### config.mk
export PLATFORM = sky130hd
export DESIGN_NAME = decode_hold_ctrl
export DESIGN_NICKNAME = d
export VERILOG_FILES = /design/src/rtl/decode_hold_ctrl_pkg.sv /design/src/rtl/decode_hold_ctrl_sat_counter.sv /design/src/rtl/decode_hold_ctrl.sv
export SDC_FILE = /design/constraint.sdc
export NUM_CORES = 1
export LEC_CHECK = 0
export BUFFER_PORTS_ARGS = -buffer_cell sky130_fd_sc_hd__buf_4
export CAP_MARGIN = 5
export CORE_MARGIN = 8
export CORE_UTILIZATION = 40
export CTS_CLUSTER_DIAMETER = 60
export DETAILED_ROUTE_END_ITERATION = 8
export MAX_ROUTING_LAYER = met4
export PLACE_DENSITY = 0.73
export SKIP_LAST_GASP = 1
export SLEW_MARGIN = 15
export SYNTH_ARGS = -nofsm -noshare
export SYNTH_HDL_FRONTEND = slang
export SYNTH_SLANG_ARGS = --single-unit
### constraint.sdc
create_clock -name clk -period 3.18 [get_ports clk]
set_input_delay 0.636 -clock clk [delete_from_list [all_inputs] [get_ports clk]]
set_output_delay 0.636 -clock clk [all_outputs]
set_load 0.01 [all_outputs]
### src/rtl/decode_hold_ctrl_pkg.sv
// Shared types for the decode hold controller.
// State encoding, registered output bundle and its state decoder.
package decode_hold_ctrl_pkg;

  typedef enum logic [2:0] {
    HC_RUN,
    HC_DRAIN,
    HC_HALTED,
    HC_STEP,
    HC_SLEEP,
    HC_WAKE
  } hold_ctrl_state_e;

  typedef struct packed {
    logic hold_ext;
    logic wakeup;
    logic halted;
    logic sleeping;
  } hc_out_t;

  function automatic hc_out_t hc_decode(
    input hold_ctrl_state_e s
  );
    hc_out_t o;
    o = '0;
    unique case (s)
      HC_DRAIN: o.hold_ext = 1'b1;
      HC_HALTED: begin
        o.hold_ext = 1'b1;
        o.halted   = 1'b1;
      end
      HC_SLEEP: begin
        o.hold_ext = 1'b1;
        o.sleeping = 1'b1;
      end
      HC_WAKE: o.wakeup = 1'b1;
      default: o = '0;
    endcase
    return o;
  endfunction

endpackage

### src/rtl/decode_hold_ctrl_sat_counter.sv
// Saturating up-counter with synchronous clear (clr beats inc).
// Ports: clk, reset (async active-low), clr, inc, value[W-1:0].
module sat_counter #(
  parameter int W = 32
) (
  input  logic         clk,
  input  logic         reset,
  input  logic         clr,
  input  logic         inc,
  output logic [W-1:0] value
);

  always_ff @(posedge clk or negedge reset) begin
    if (!reset) begin
      value <= '0;
    end else if (clr) begin
      value <= '0;
    end else if (inc && (value != '1)) begin
      value <= value + W'(1);
    end
  end

endmodule

### src/rtl/decode_hold_ctrl.sv
// Decode hold sequencer: debug halt/step, sleep/wake, hold merge.
// Ports: pulses halt_req/resume/step/sleep_req, levels wake_evt,
// hold_data, hold_if, ready_ls, stall_cnt_clr; outputs hold_ext,
// hold, wakeup, halted, sleeping, stall_cnt[CNT_W-1:0].
module decode_hold_ctrl
  import decode_hold_ctrl_pkg::*;
#(
  parameter int CNT_W         = 32,
  parameter int TO_W          = 16,
  parameter int SLEEP_TIMEOUT = 0
) (
  input  logic             clk,
  input  logic             reset,
  input  logic             halt_req,
  input  logic             resume,
  input  logic             step,
  input  logic             sleep_req,
  input  logic             wake_evt,
  input  logic             hold_data,
  input  logic             hold_if,
  input  logic             ready_ls,
  input  logic             stall_cnt_clr,
  output logic             hold_ext,
  output logic             hold,
  output logic             wakeup,
  output logic             halted,
  output logic             sleeping,
  output logic [CNT_W-1:0] stall_cnt
);

  if ((SLEEP_TIMEOUT < 0) ||
      (longint'(SLEEP_TIMEOUT) >= (longint'(1) << TO_W)))
  begin : g_to_range
    $error("SLEEP_TIMEOUT does not fit in TO_W bits");
  end

  localparam logic [TO_W-1:0] TO_LAST =
    TO_W'((SLEEP_TIMEOUT > 0) ? SLEEP_TIMEOUT - 1 : 0);

  hold_ctrl_state_e state;
  hold_ctrl_state_e nxt;
  hc_out_t          out_q;
  logic [TO_W-1:0]  to_cnt;
  logic             hold_pipe;
  logic             to_hit;

  assign hold_pipe = hold_data | hold_if;
  assign to_hit    = (SLEEP_TIMEOUT != 0) &&
                     (to_cnt == TO_LAST);

  always_comb begin
    nxt = state;
    unique case (state)
      HC_RUN: begin
        if (halt_req)       nxt = HC_DRAIN;
        else if (sleep_req) nxt = HC_SLEEP;
      end
      HC_DRAIN: begin
        if (ready_ls) nxt = HC_HALTED;
      end
      HC_HALTED: begin
        if (resume)    nxt = HC_RUN;
        else if (step) nxt = HC_STEP;
      end
      HC_STEP: begin
        // the first unheld cycle lets one instruction through
        if (resume)          nxt = HC_RUN;
        else if (!hold_pipe) nxt = HC_DRAIN;
      end
      HC_SLEEP: begin
        // halt wins: go straight to drain, no wake pulse
        if (halt_req)      nxt = HC_DRAIN;
        else if (wake_evt) nxt = HC_WAKE;
        else if (to_hit)   nxt = HC_WAKE;
      end
      HC_WAKE: nxt = HC_RUN;
      default: nxt = HC_RUN;
    endcase
  end

  always_ff @(posedge clk or negedge reset) begin
    if (!reset) begin
      state  <= HC_RUN;
      out_q  <= '0;
      to_cnt <= '0;
    end else begin
      state <= nxt;
      out_q <= hc_decode(nxt);
      // idle at zero outside SLEEP, so entry always starts at 0
      if (state != HC_SLEEP) to_cnt <= '0;
      else                   to_cnt <= to_cnt + TO_W'(1);
    end
  end

  assign hold_ext = out_q.hold_ext;
  assign wakeup   = out_q.wakeup;
  assign halted   = out_q.halted;
  assign sleeping = out_q.sleeping;
  assign hold     = hold_pipe | out_q.hold_ext;

  sat_counter #(
    .W(CNT_W)
  ) u_stall_cnt (
    .clk  (clk),
    .reset(reset),
    .clr  (stall_cnt_clr),
    .inc  (hold),
    .value(stall_cnt)
  );

  a_halt_sleep_excl: assert property (
    @(posedge clk) disable iff (!reset)
    !(halted && sleeping));

  a_wake_no_hold: assert property (
    @(posedge clk) disable iff (!reset)
    !(wakeup && hold_ext));

endmodule

* Word level (Yosys, flattened, before mapping)
Cells that the tools add are included.
Storage, ports and cells: bits in registers 39, bits in latches 0, bits in writable memories 0, ROM bits 0, input port bits 11, output and inout bits 37, memories 0
Operators by class: add/sub/neg operators 1, multipliers 0, div/mod/pow operators 0, order comparisons 0, equality and inequality tests 9, shift-type cells 0, multiplexer cells 16, bitwise logic cells 2, reductions and logical operators 4
Operators by type and width (count):
- $mux 32 | 2
- $add 32x1->32 const B | 1
- $ne 32x32->1 const B | 1
- $mux 3 | 9
- $pmux 3 s5 | 1
- $eq 3x2->1 const B | 3
- $eq 3x3->1 const B | 3
- $eq 3x1->1 const B | 2
- $mux 1 | 4
- $logic_not 3->1 | 1
- $reduce_or 3->1 | 1
- $or 1x1->1 | 2
- $reduce_bool 2->1 | 1
- $logic_and 1x1->1 | 1

* Logic depth before layout (Yosys ltp)
Gate-level depths: netlist of the first run.
depth after elaboration 7, gate-level depth with buffers 8, depth with buffers taken out 6

* Cells and area by module
From an unflattened synthesis of the first run, not the netlist that was laid out.
Unflattened totals: cells, all modules 224, area total of the unflattened synthesis 2154.6 µm²
Modules (own cells, without submodules):
- sat_counter | times used 1, cells each 198, area an instance 1854.3 µm², sequential area each 800.8 µm²
- decode_hold_ctrl | times used 1, cells each 26, area an instance 300.3 µm², sequential area each 175.2 µm²

* Worst setup path after synthesis of the first run
OpenSTA, ideal clock, no wires.
kind reg2reg, start point register u_stall_cnt.value[0], end point register u_stall_cnt.value[21], setup time 0.078 ns, arrival time 2.104 ns, required time 3.102 ns, path slack 0.998 ns, cell stages (with the launch flop) 8, buffers on the path 1, clock period less this slack 2.182 ns, path through dfrtp_1 -> ha_1 -> and3_1 -> and4_1 -> buf_2 -> a2111o_1 -> or3_1 -> a21oi_1
Between the ends: cells in the longest elaborated chain, start to end 3, elaborated cells on any way between the ends 6
RTL lines:
- start: declaration | line decode_hold_ctrl_sat_counter.sv:10 | output logic [W-1:0] value
- start signal: assignment | line decode_hold_ctrl_sat_counter.sv:19 | value <= value + W'(1);
- $add 32x1->32 / $ne 32x32->1 (equally long branches) | line decode_hold_ctrl_sat_counter.sv:19, decode_hold_ctrl_sat_counter.sv:18
- $mux 32 / $logic_and 1x1->1 (equally long branches) | line decode_hold_ctrl_sat_counter.sv:18 | end else if (inc && (value != '1)) begin
- $mux 32 / $reduce_bool 2->1 (equally long branches)
Parallel ways exist; a longest one is shown, timed or not. The select of a mux whose other input is x is not followed. A chain may end at the register's enable or synchronous reset.

* Final worst setup path of the first run
start point register u_stall_cnt.value[0], end point register u_stall_cnt.value[29]
The elaborated chain is that of the path after synthesis.

==> summary.md, run 1 <==
| Metric | Value |
|---|---|
| Clk root buf | `clkbuf_8` |
| Crit path from | `u_stall_cnt.value[0]` |
| #FFs+latches synth | `39` |
| Post-route antenna net violation count | `0` |
| Power per cell area | `452.0 mW/mm^2` |
| FF-to-FF End | `u_stall_cnt.value[29]` |
| Flop pwr share | `48.2%` |
| Worst VDD drop | `0.0002277 V` |
| Post_cts resized | `0` |
| Clock power frac | `34.8%` |
| Post-Syn Area | `0.002110 sq mm` |
| Initial antenna violation count | `0` |
| Crit path capture | `u_stall_cnt.value[29]` |
| Post-synth ARST share | `100.0%` |
| CTS Buf Count | `5` |
| P_leak | `0.001079 uW` |
| Die Y | `88.62 um` |
| Post-synthesis net count | `236` |
| Slew Viols, Final | `0` |
| Gr usage total | `14.43%` |
| Vias in the first global route | `1847` |
| Final core utilization | `51.35%` |
| FF-to-FF Start | `u_stall_cnt.value[0]` |
| Post-CTS Setup Bufs | `0` |
| Clock Skew | `6.939 ps` |
| R2r setup slk | `750 ps` |
| Row cnt | `26` |
| WP data arrival | `2650 ps` |
| Final GP Congestion | `0.8346` |
| Sequential share of the synthesized area | `46.26%` |
| Fin crit share | `76.57%` |
| Die area | `0.007854 sq mm` |
| Rel. slew slack | `57.79%` |
| Inserted Diodes | `0` |
| Initial Util | `41.30%` |
| First-pass GRT wire length | `8.673 mm` |
| Final HPWL DP | `3.740 mm` |
| Buffers on Ports | `47` |
| 1st-pass router iterations | `4` |
| # hold bufs at CTS | `0` |
| Count of cell types in the netlist | `43` |
| DRT Wirelength | `5.235 mm` |
| Yosys warns | `0` |
| Per-cell routed wire length | `15.40 um` |
| Endpoints failing hold | `0` |
| Synth Area per Inst | `9.418 sq um` |
| Gate power share | `17.0%` |
| Psw | `330.9 uW` |
| Least-Margin Pin Slew | `617.2 ps` |
| Core area | `0.005107 sq mm` |
| Die width | `88.62 um` |
| R2R cell count | `6` |
| Share of layout cells above drive strength 1 | `22.96%` |
| Nets@finish | `281` |
| CTS H-tree lvls | `2` |
| Commonest register cell after synthesis | `dfrtp_1` |
| Detailed router's first-iteration violation count | `177` |
| Area Overhead vs Synth | `24.32%` |
| CP endpoint kind | `register` |
| Status | `finished clean` |
| Slowest CP cell | `or4_1` |
| Number of synthesized flops with an enable pin | `0` |
| Clock buffer depth | `2` |
| CTS tree | `built` |
| DRC viols | `0` |
| Clock Latency Late Sink | `290 ps` |
| Max-Cap Viols | `0` |
| Largest stage delay, worst path | `550 ps` |
| Setup TNS | `0 ps` |
| Switching portion of total power | `27.92%` |
| Fin crit period | `2435 ps` |
| Final Setup Violations | `0` |
| Design internal power | `854.4 uW` |
| Clk sink count | `39` |
| Via density | `5.532` |
| CP required | `3400 ps` |
| Vias | `1881` |
| Worst setup SP type | `register` |
| Ports | `48` |
| Syn Inst Count | `224` |
| Fmax | `410.7 MHz` |
| HP Class | `in -> async` |
| GR Overflow Total | `0` |
| Clk pin slew, worst setup/hold paths | `80 ps` |
| CP Cell Sequence | `ha_1 -> and3_1 -> and4_1 -> a21o_1 -> or4_1 -> a21oi_1` |
| Pin count of the biggest net entering global routing | `40` |
| Worst-path fanout max | `16` |
| WS Path Type | `reg -> reg` |
| RSZ-0062 raised after global routing | `false` |
==> cells by family (layout without fill, tap and decap cells) <==
kind of cell / count (synthesis) / after routing / synth area share, %
buffers and inverters: 18 / 64 / 3.855
flip-flops: 39 / 39 / 46.26
XOR/XNOR: 14 / 14 / 5.812
multiplexers: 1 / 1 / 0.5338
AND/OR/NAND/NOR: 98 / 98 / 26.93
AO/OA/AOI/OAI: 53 / 53 / 16.01
adder cells (fa/ha/maj): 1 / 1 / 0.5930
==> synthesized netlist by cell type (5+ instances only) <==
cell      number  share of area (%)
or4_1         13                4.6
xnor2_1       10                4.2
a21oi_1       20                4.7
nand4_1       11                3.3
nand3_1        8                1.9
clkbuf_1       6                1.1
or3_1          7                2.1
nand2_1       14                2.5
dfrtp_1       39                 46
a211oi_1       8                2.8
inv_1          7                1.2
o31ai_1       11                3.9
and4_1         5                2.1
nor2_1        20                3.6
==> layout by cell type (no fill, tap or decap), types with 2 or more instances in the layout <==
master | Yosys | layout
buf_4 | 1 | 49
dfrtp_1 | 39 | 39
nor2_1 | 20 | 20
a21oi_1 | 20 | 20
nand2_1 | 14 | 14
or4_1 | 13 | 13
nand4_1 | 11 | 11
o31ai_1 | 11 | 11
xnor2_1 | 10 | 10
nand3_1 | 8 | 8
a211oi_1 | 8 | 8
inv_1 | 7 | 7
or3_1 | 7 | 7
and4_1 | 5 | 5
clkbuf_8 | 0 | 5
o21ai_0 | 4 | 4
xor2_1 | 4 | 4
nand2b_1 | 3 | 3
nor3_1 | 3 | 3
o21ai_1 | 3 | 3
and2_1 | 2 | 2
and3_1 | 2 | 2
a2111oi_0 | 2 | 2
==> worst max-delay path, delay by kind of cell, from the launching register on <==
| kind | cells | cell delay, ps |
|---|---|---|
| AND/OR/NAND/NOR | 3 | 1110 |
| adder cells (fa/ha/maj) | 1 | 280 |
| flip-flops | 1 | 420 |
| AO/OA/AOI/OAI | 2 | 550 |
==> worst min-delay path by stage <==
stage                      endpoint  slack [ps]                  from
2_1_floorplan                halted         340                 reset
3_3_place_gp   u_stall_cnt.value[1]         550  u_stall_cnt.value[1]
3_5_place_dp   u_stall_cnt.value[9]         560  u_stall_cnt.value[9]
4_1_cts        u_stall_cnt.value[8]         320                 reset
5_1_grt        u_stall_cnt.value[8]         340                 reset
6_report       u_stall_cnt.value[8]         300                 reset
==> power by group through the flow <==
stage          combinational (uW)  clock [uW]  sequential (uW)
6_report                      201         413              572
5_1_grt                       225         439              578
4_1_cts                       205         421              572
3_5_place_dp                  206           0              579
3_3_place_gp                  201           0              580
2_1_floorplan                 108           0              583
==> metrics by stage <==
step | area, sq um | hold WS (ps) | std cells | setup slack, ps | power, uW
2_1_floorplan | 2110 | 340.4 | 224 | 998.4 | 691.0
3_3_place_gp | 2510 | 554.2 | 332 | 823.2 | 780.6
3_5_place_dp | 2510 | 564.4 | 332 | 773.5 | 785.1
4_1_cts | 2623 | 320.0 | 340 | 753.1 | 1198
5_1_grt | 2623 | 340.7 | 340 | 595.8 | 1242
6_report | 2623 | 301.4 | 340 | 745.1 | 1185
==> metal layers <==
layer	track usage [%]	wire length [um]	vias to the layer above
met3	2.414	187	6
met2	23.18	2627	37
met5	-	0	-
li1	-	-	931
met1	17.36	2352	907
met4	6.298	68	0
==> state kept, by name, indices dropped and copies added (netlist names) <==
name,count
halted,1
sleeping,1
state,3
hold_ext,1
wakeup,1
u_stall_cnt.value,32
==> layout make-up <==
type	count	area (sq um)
Fill cell	487	2485
Timing Repair Buffer	49	367.9
Multi-Input combinational cell	167	1052
Sequential cell	39	975.9
Clock buffer	5	68.82
Inverter	7	26.28
Tap cell	70	87.58
Clock inverter	3	43.79
Power figures use the tool's default switching activity.
==> run 2: changes to the inputs <==
Settings changed: PLACE_DENSITY 0.73 to 0.75.
Clock period 3.18 ns to 2.1 ns, I/O delays scaled along.
==> run 2 against run 1 <==
Compared with the run above: combinational power increased by 71%; flip-flop and latch count unchanged; maximum frequency increased by 17%; total power increased by 56%; sequential share of layout area decreased by 2.9 points; final cell count increased by 7.9%; critical path depth unchanged; core utilization increased by 4.3 points; count of clock-buffer cells in the layout increased by 1; global-route usage increased by 1.2 points; worst setup slack got worse by 730 ps; critical endpoint unchanged; highest routed layer unchanged.
==> summary.md, run 2 (same netlist as run 1, synthesis figures left out) <==
| Metric | Value |
|---|---|
| Power per cell area | `651.6 mW/mm^2 (+44%)` |
| Worst-path fanout max | `16 (unchanged)` |
| Via density | `5.540 (+0.13%)` |
| Gr usage total | `15.64% (+1.2 points)` |
| Gr busiest metal | `met2` |
| Worst setup SP type | `register` |
| Clock Latency Late Sink | `300 ps (about the same)` |
| Crit path from | `u_stall_cnt.value[1]` |
| Switching portion of total power | `27.30% (-0.62 points)` |
| Slew Viols, Final | `0 (unchanged)` |
| CP required | `2330 ps (-1070 ps)` |
| Post-Place Setup Slack | `-18.93 ps (-792.5 ps)` |
| R2r setup slk | `20 ps (-730 ps)` |
| Top Registers | `u_stall_cnt.value x32, state x3` |
| Final Setup Violations | `0 (unchanged)` |
| Area Overhead vs Synth | `34.76%` |
| Grt met1 use | `19.16% (+1.8 points)` |
| CP Cell Sequence | `ha_2 -> and3_1 -> and4_1 -> a21o_2 -> or4_1 -> a21oi_1` |
| CTS Buf Count | `5 (unchanged)` |
| Gate power share | `18.5% (+1.5 points)` |
| 1st-pass router iterations | `4 (unchanged)` |
| Fin crit period | `2081 ps (-354.0 ps)` |
| Post-route antenna net violation count | `0 (unchanged)` |
| WP data arrival | `2310 ps (-340 ps)` |
| DRT Wirelength | `5.654 mm (+8.0%)` |
| Number of flip-flops in the largest register | `32 (unchanged)` |
| Most common cell after layout, fill and taps aside | `buf_4` |
| Max-Cap Viols | `0 (unchanged)` |
| WS Path Type | `reg -> reg` |
| Die area | `0.007854 sq mm (unchanged)` |
| Psw | `505.6 uW (+53%)` |
| Crit path capture | `u_stall_cnt.value[29]` |
| Flop pwr share | `46.1% (-2.1 points)` |
| Design internal power | `1347 uW (+58%)` |
| Initial antenna violation count | `0 (unchanged)` |
| Die width | `88.62 um (unchanged)` |
| Crit path depth | `6 (unchanged)` |
| Most frequent cells in the layout | `buf_4, dfrtp_1, nor2_1, a21oi_1, nand2_1` |
| Buf/Inv on CP | `0 (unchanged)` |
| RSZ-0062 raised after global routing | `true` |
| Status | `finished clean` |
| First-pass GRT wire length | `9.432 mm (+8.8%)` |
| HP Class | `in -> async` |
| Worst VDD drop | `0.0004282 V (+88%)` |
| Inserted Diodes | `0 (unchanged)` |
| Pin count of the biggest net entering global routing | `40 (unchanged)` |
| Clk pin slew, worst setup/hold paths | `70 ps (about the same)` |
| Fin crit share | `99.09% (+23 points)` |
| CP endpoint kind | `register` |
| Ports | `48 (unchanged)` |
| Vias | `2033 (+8.1%)` |
| Detailed router's first-iteration violation count | `133 (-25%)` |
| CTS H-tree lvls | `2 (unchanged)` |
| Clock power frac | `35.4% (+0.6 points)` |
| Slowest CP cell | `or4_1` |
| R2R cell count | `6 (unchanged)` |
| Largest register by flop count | `u_stall_cnt.value` |
| Clock buffer depth | `2 (unchanged)` |
| Fmax | `480.5 MHz (+17%)` |
| WHS | `90.11 ps (-211.3 ps)` |
| FF-to-FF End | `u_stall_cnt.value[29]` |
| Vias in the first global route | `2034 (+10%)` |
| Largest stage delay, worst path | `530 ps (-20 ps)` |
| GR Overflow Total | `0 (unchanged)` |
| CTS tree | `built` |
| Core area | `0.005107 sq mm (unchanged)` |
| Final GP Congestion | `0.8198 (-1.8%)` |
| Worst setup margin | `19.05 ps (-726.0 ps)` |
| Rel. slew slack | `65.68% (+7.9 points)` |
| Cell family with most CP delay | `simple AND/OR/NAND/NOR gates` |
| Met3 usage in global routing | `3.807% (+1.4 points)` |
| Initial Util | `41.30% (unchanged)` |
| Met2 GRT Util | `23.85% (+0.67 points)` |
| Endpoints failing hold | `0 (unchanged)` |
| Clock Skew | `9.216 ps (+2.277 ps)` |
| DRC viols | `0 (unchanged)` |
| FF-to-FF Start | `u_stall_cnt.value[1]` |
| Die Y | `88.62 um (unchanged)` |
| Share of layout cells above drive strength 1 | `30.98% (+8.0 points)` |
| Buffers on Ports | `47 (unchanged)` |
| Nets@finish | `308 (+9.6%)` |
| Least-Margin Pin Slew | `513.5 ps (-103.7 ps)` |
| Clk sink count | `39 (unchanged)` |
| Clk root buf | `clkbuf_8` |
| P_leak | `0.001218 uW (+13%)` |
| Per-cell routed wire length | `15.41 um (about the same)` |
| Row cnt | `26 (unchanged)` |
| Final HPWL DP | `4.185 mm (+12%)` |
==> run 2: cell type report <==
type                            count  area (sq um)
Clock inverter                      2         35.03
Multi-Input combinational cell    167          1065
Inverter                            7         26.28
Timing Repair Buffer               76         570.5
Sequential cell                    39         975.9
Fill cell                         476          2265
Clock buffer                        6         82.58
Tap cell                           70         87.58
==> run 2: through the flow <==
step | util (%) | setup TNS, ps | std cells | power, uW | instance area, sq um
final | 55.66 | 0 | 367 | 1852 | 2843
after global routing | 55.66 | -328.0 | 367 | 1958 | 2843
after CTS | 55.54 | 0 | 367 | 1872 | 2836
after detailed placement | 53.16 | -31.06 | 359 | 1214 | 2715
after global placement | 53.16 | 0 | 359 | 1205 | 2715
after floorplan | - | 0 | 224 | 1049 | 2115
==> run 2: what timing repair did <==
action,in CTS,in global routing
buffers inserted,0,0
resized for setup,3,1
endpoints found under the setup margin,5,13
hold buffers,0,0
==> run 2: worst min path at each step <==
stage | endpoint | cells past startpoint
after detailed placement | u_stall_cnt.value[2] | 1
after floorplan | halted | 0
after global routing | u_stall_cnt.value[16] | 1
after CTS | u_stall_cnt.value[16] | 1
after global placement | state[0] | 1
final | u_stall_cnt.value[2] | 1
==> run 2: power groups by stage <==
| stage | clock network [uW] | registers (uW) | logic [uW] |
|---|---|---|---|
| floorplan | 0 | 884 | 166 |
| global placement | 0 | 865 | 340 |
| detailed placement | 0 | 868 | 346 |
| CTS | 669 | 854 | 349 |
| global route | 705 | 863 | 390 |
| finish | 655 | 854 | 343 |
==> run 2: routing by layer <==
metal	up-vias	routed length (um)
met5	-	0
met4	0	105
met3	11	374
met2	55	2615
met1	987	2558
li1	980	-
==> run 3: changes to the inputs <==
Settings changed: ABC_AREA set to 1, PLACE_DENSITY 0.75 to 0.74.
==> run 3 against run 2 <==
Compared with the run above: critical path depth up 5; sequential share of layout area decreased by 2.7 points; via count grew 24%; final cell count is 40% higher; global-route usage grew 1.2 points; combinational power is 8.2% higher; synthesized area rose by 20%; maximum frequency is 11% higher; clock skew down 0.62 ps; total power grew 2.3%; largest cell class unchanged; highest routed layer unchanged.
==> summary.md, run 3 <==
| Metric | Value |
|---|---|
| Status | `finished clean` |
| Worst-path fanout max | `28 (+12)` |
| HP Class | `in -> async` |
| Ports | `48 (unchanged)` |
| WHS | `93.15 ps (+3.043 ps)` |
| # hold bufs at CTS | `0 (unchanged)` |
| #FFs+latches synth | `39 (unchanged)` |
| Met2 GRT Util | `27.83% (+4.0 points)` |
| Yosys warns | `0 (unchanged)` |
| Post-Place Cell Area | `0.002968 sq mm (+9.3%)` |
| WP data arrival | `2100 ps (-210 ps)` |
| 1st-pass router iterations | `4 (unchanged)` |
| Synth Area per Inst | `6.588 sq um (-30%)` |
| Number of synthesized flops with an enable pin | `0 (unchanged)` |
| Overall power | `1894 uW (+2.3%)` |
| Clock Latency Late Sink | `290 ps (about the same)` |
| Max-Cap Viols | `0 (unchanged)` |
| Gate power share | `19.6% (+1.1 points)` |
| Synth top cells by count | `nand2_1, nor2_1, dfrtp_1` |
| Post-synthesis net count | `396 (+68%)` |
| Setup TNS | `0 ps (unchanged)` |
| CP endpoint kind | `register` |
| Share of layout cells above drive strength 1 | `16.97% (-14 points)` |
| RSZ-0062 raised after global routing | `false` |
| Final GP Congestion | `0.8995 (+9.7%)` |
| Detailed router's first-iteration violation count | `162 (+22%)` |
| Least-Margin Pin Slew | `503.7 ps (-9.803 ps)` |
| Post-route antenna net violation count | `0 (unchanged)` |
| Die Y | `95.53 um (+7.8%)` |
| DRC viols | `0 (unchanged)` |
| Final core utilization | `49.48% (-6.2 points)` |
| WS Path Type | `reg -> reg` |
| Die area | `0.009126 sq mm (+16%)` |
| Most frequent cells in the layout | `nand2_1, nor2_1, buf_4, dfrtp_1, inv_1` |
| Vias in the first global route | `2570 (+26%)` |
| Design internal power | `1337 uW (-0.72%)` |
| DRT Wirelength | `6.887 mm (+22%)` |
| FF-to-FF Start | `u_stall_cnt.value[0]` |
| Via density | `4.906 (-11%)` |
| Initial Util | `40.54% (-0.77 points)` |
| Clock buffer depth | `2 (unchanged)` |
| Final HPWL DP | `5.391 mm (+29%)` |
| Inserted Diodes | `0 (unchanged)` |
| Clk sink count | `39 (unchanged)` |
| Sequential share of the synthesized area | `38.58% (-7.7 points)` |
| Die width | `95.53 um (+7.8%)` |
| Cell family with most CP delay | `simple AND/OR/NAND/NOR gates` |
| Largest stage delay, worst path | `420 ps (-110 ps)` |
| Nets@finish | `447 (+45%)` |
| Initial antenna violation count | `0 (unchanged)` |
| R2R cell count | `11 (+5)` |
| Share of the synthesized area in the top cell type | `38.58% (-7.7 points)` |
| Fmax | `534.7 MHz (+11%)` |
| Post-CTS Setup Bufs | `0 (unchanged)` |
| Vias | `2517 (+24%)` |
| P_leak | `0.001566 uW (+29%)` |
| Psw | `557.5 uW (+10%)` |
| Buffers on Ports | `47 (unchanged)` |
| Top Registers | `u_stall_cnt.value x32, state x3` |
| Finished Cell Area | `0.003088 sq mm (+8.6%)` |
| Post-synth ARST share | `100.0% (unchanged)` |
| Final Setup Violations | `0 (unchanged)` |
| R2r setup slk | `230 ps (+210 ps)` |
| First-pass GRT wire length | `12.01 mm (+27%)` |
| Slowest CP cell | `dfrtp_1` |
| Syn Inst Count | `384 (+71%)` |
| Per-cell routed wire length | `13.42 um (-13%)` |
| Most common cell after layout, fill and taps aside | `nand2_1` |
| Clock power frac | `35.0% (-0.4 points)` |
| Clk pin slew, worst setup/hold paths | `80 ps (about the same)` |
| Endpoints failing hold | `0 (unchanged)` |
| Number of flip-flops in the largest register | `32 (unchanged)` |
| Area Overhead vs Synth | `22.06%` |
| Core area | `0.006241 sq mm (+22%)` |
| Grt met1 use | `20.26% (+1.1 points)` |
| Buf/Inv on CP | `2 (+2)` |
| Rel. slew slack | `66.42% (+0.74 points)` |
| Most frequent cell after synthesis | `nand2_1` |
| Gr usage total | `16.82% (+1.2 points)` |
| CP Cell Sequence | `ha_2 -> inv_2 -> nor2_4 -> nand2_4 -> nor2_8 -> nand2_4 -> nand2_4 -> nand2_4 -> clkinv_4 -> nand2_1 -> nand2_1` |
| CTS tree | `built` |
| Switching portion of total power | `29.43% (+2.1 points)` |
| GR Overflow Total | `0 (unchanged)` |
| Most used cell, CP | `nand2_4` |
| Clock Skew | `8.597 ps (-0.6191 ps)` |
| Power per cell area | `613.5 mW/mm^2 (-5.8%)` |
| Worst VDD drop | `0.0004661 V (+8.9%)` |
| Slew Viols, Final | `0 (unchanged)` |
| Fill cell count | `643 (+35%)` |
| Count of cell types in the netlist | `26 (-40%)` |
| Met3 usage in global routing | `3.228% (-0.58 points)` |
| CTS Buf Count | `5 (unchanged)` |
| CP required | `2330 ps (about the same)` |
| Commonest register cell after synthesis | `dfrtp_1` |
| Flop pwr share | `45.5% (-0.6 points)` |
| Worst setup SP type | `register` |
| Largest register by flop count | `u_stall_cnt.value` |
| FF-to-FF End | `u_stall_cnt.value[29]` |
| Row cnt | `29 (+12%)` |
| Area leader, netlist | `dfrtp_1` |
| Fin crit share | `89.05% (-10 points)` |
| CTS H-tree lvls | `2 (unchanged)` |
| Synth top area cells | `dfrtp_1, nand2_1, nor2_1` |
| Fin crit period | `1870 ps (-210.8 ps)` |
| Pin count of the biggest net entering global routing | `40 (unchanged)` |
| Post-Syn Area | `0.002530 sq mm (+20%)` |
| Post_cts resized | `0 (-3)` |
| Clk root buf | `clkbuf_8` |
| Gr busiest metal | `met2` |
[run 3: cell count changes after synthesis, sizes merged, moves of 14 or more]
cell	previous run	this run
nand2	15	162
or4	14	0
nor2	20	72
a21oi	20	2
nand3	10	26
inv	7	31
[run 3: final cells by class]
class | instances | area (sq um) | share of cell area, %
repair buffers | 51 | 382.9 | 12.40
clock inverters | 2 | 35.03 | 1.135
well taps | 77 | 96.34 | 3.120
multi-input cells | 305 | 1386 | 44.89
inverters | 33 | 128.9 | 4.173
flip-flops and latches | 39 | 975.9 | 31.60
clock buffers | 6 | 82.58 | 2.674
[run 3: power groups by stage]
stage | combinational, uW | sequential (uW) | clock [uW]
after floorplan | 206 | 884 | 0
after global placement | 364 | 870 | 0
after detailed placement | 373 | 874 | 0
after CTS | 374 | 860 | 680
after global routing | 421 | 868 | 707
final | 371 | 861 | 662
[run 3: worst reg2reg max path, cell delays in order, from the launching register on]
cell      delay [ps]
dfrtp_1          420
ha_2             300
inv_2             60
nor2_4           200
nand2_4          100
nor2_8           150
nand2_4           90
nand2_4           70
nand2_4           90
clkinv_4         180
nand2_1           70
nand2_1           70
[run 3: kinds of logic (layout without fill, tap and decap cells)]
family,count (synthesis),in the layout,share of synthesized area (%)
AND/OR/NAND/NOR,284,284,48.17
buffers and inverters,40,92,6.726
flip-flops,39,39,38.58
XOR/XNOR,12,12,4.154
AO/OA/AOI/OAI,8,8,1.880
adder cells (fa/ha/maj),1,1,0.4945
[run 3: metrics by stage]
| stage | setup WS, ps | instances |
|---|---|---|
| after floorplan | 351.1 | 384 |
| after global placement | 295.2 | 505 |
| after detailed placement | 206.5 | 505 |
| after CTS | 178.7 | 513 |
| after global routing | 54.50 | 513 |
| final | 229.9 | 513 |
[run 3: worst max path at each step]
stage | startpoint | to | slack (ps) | depth (start not counted)
2_1_floorplan | u_stall_cnt.value[1] | u_stall_cnt.value[28] | 350 | 12
3_3_place_gp | u_stall_cnt.value[0] | u_stall_cnt.value[19] | 300 | 11
3_5_place_dp | u_stall_cnt.value[0] | u_stall_cnt.value[9] | 210 | 11
4_1_cts | u_stall_cnt.value[0] | u_stall_cnt.value[29] | 180 | 11
5_1_grt | u_stall_cnt.value[0] | u_stall_cnt.value[29] | 50 | 11
6_report | u_stall_cnt.value[0] | u_stall_cnt.value[29] | 230 | 11
[run 3: metal layers]
layer / up-vias / wire [um]
li1: 1300 / -
met1: 1159 / 3138
met2: 52 / 3304
met3: 6 / 376
met4: 0 / 67
met5: - / 0
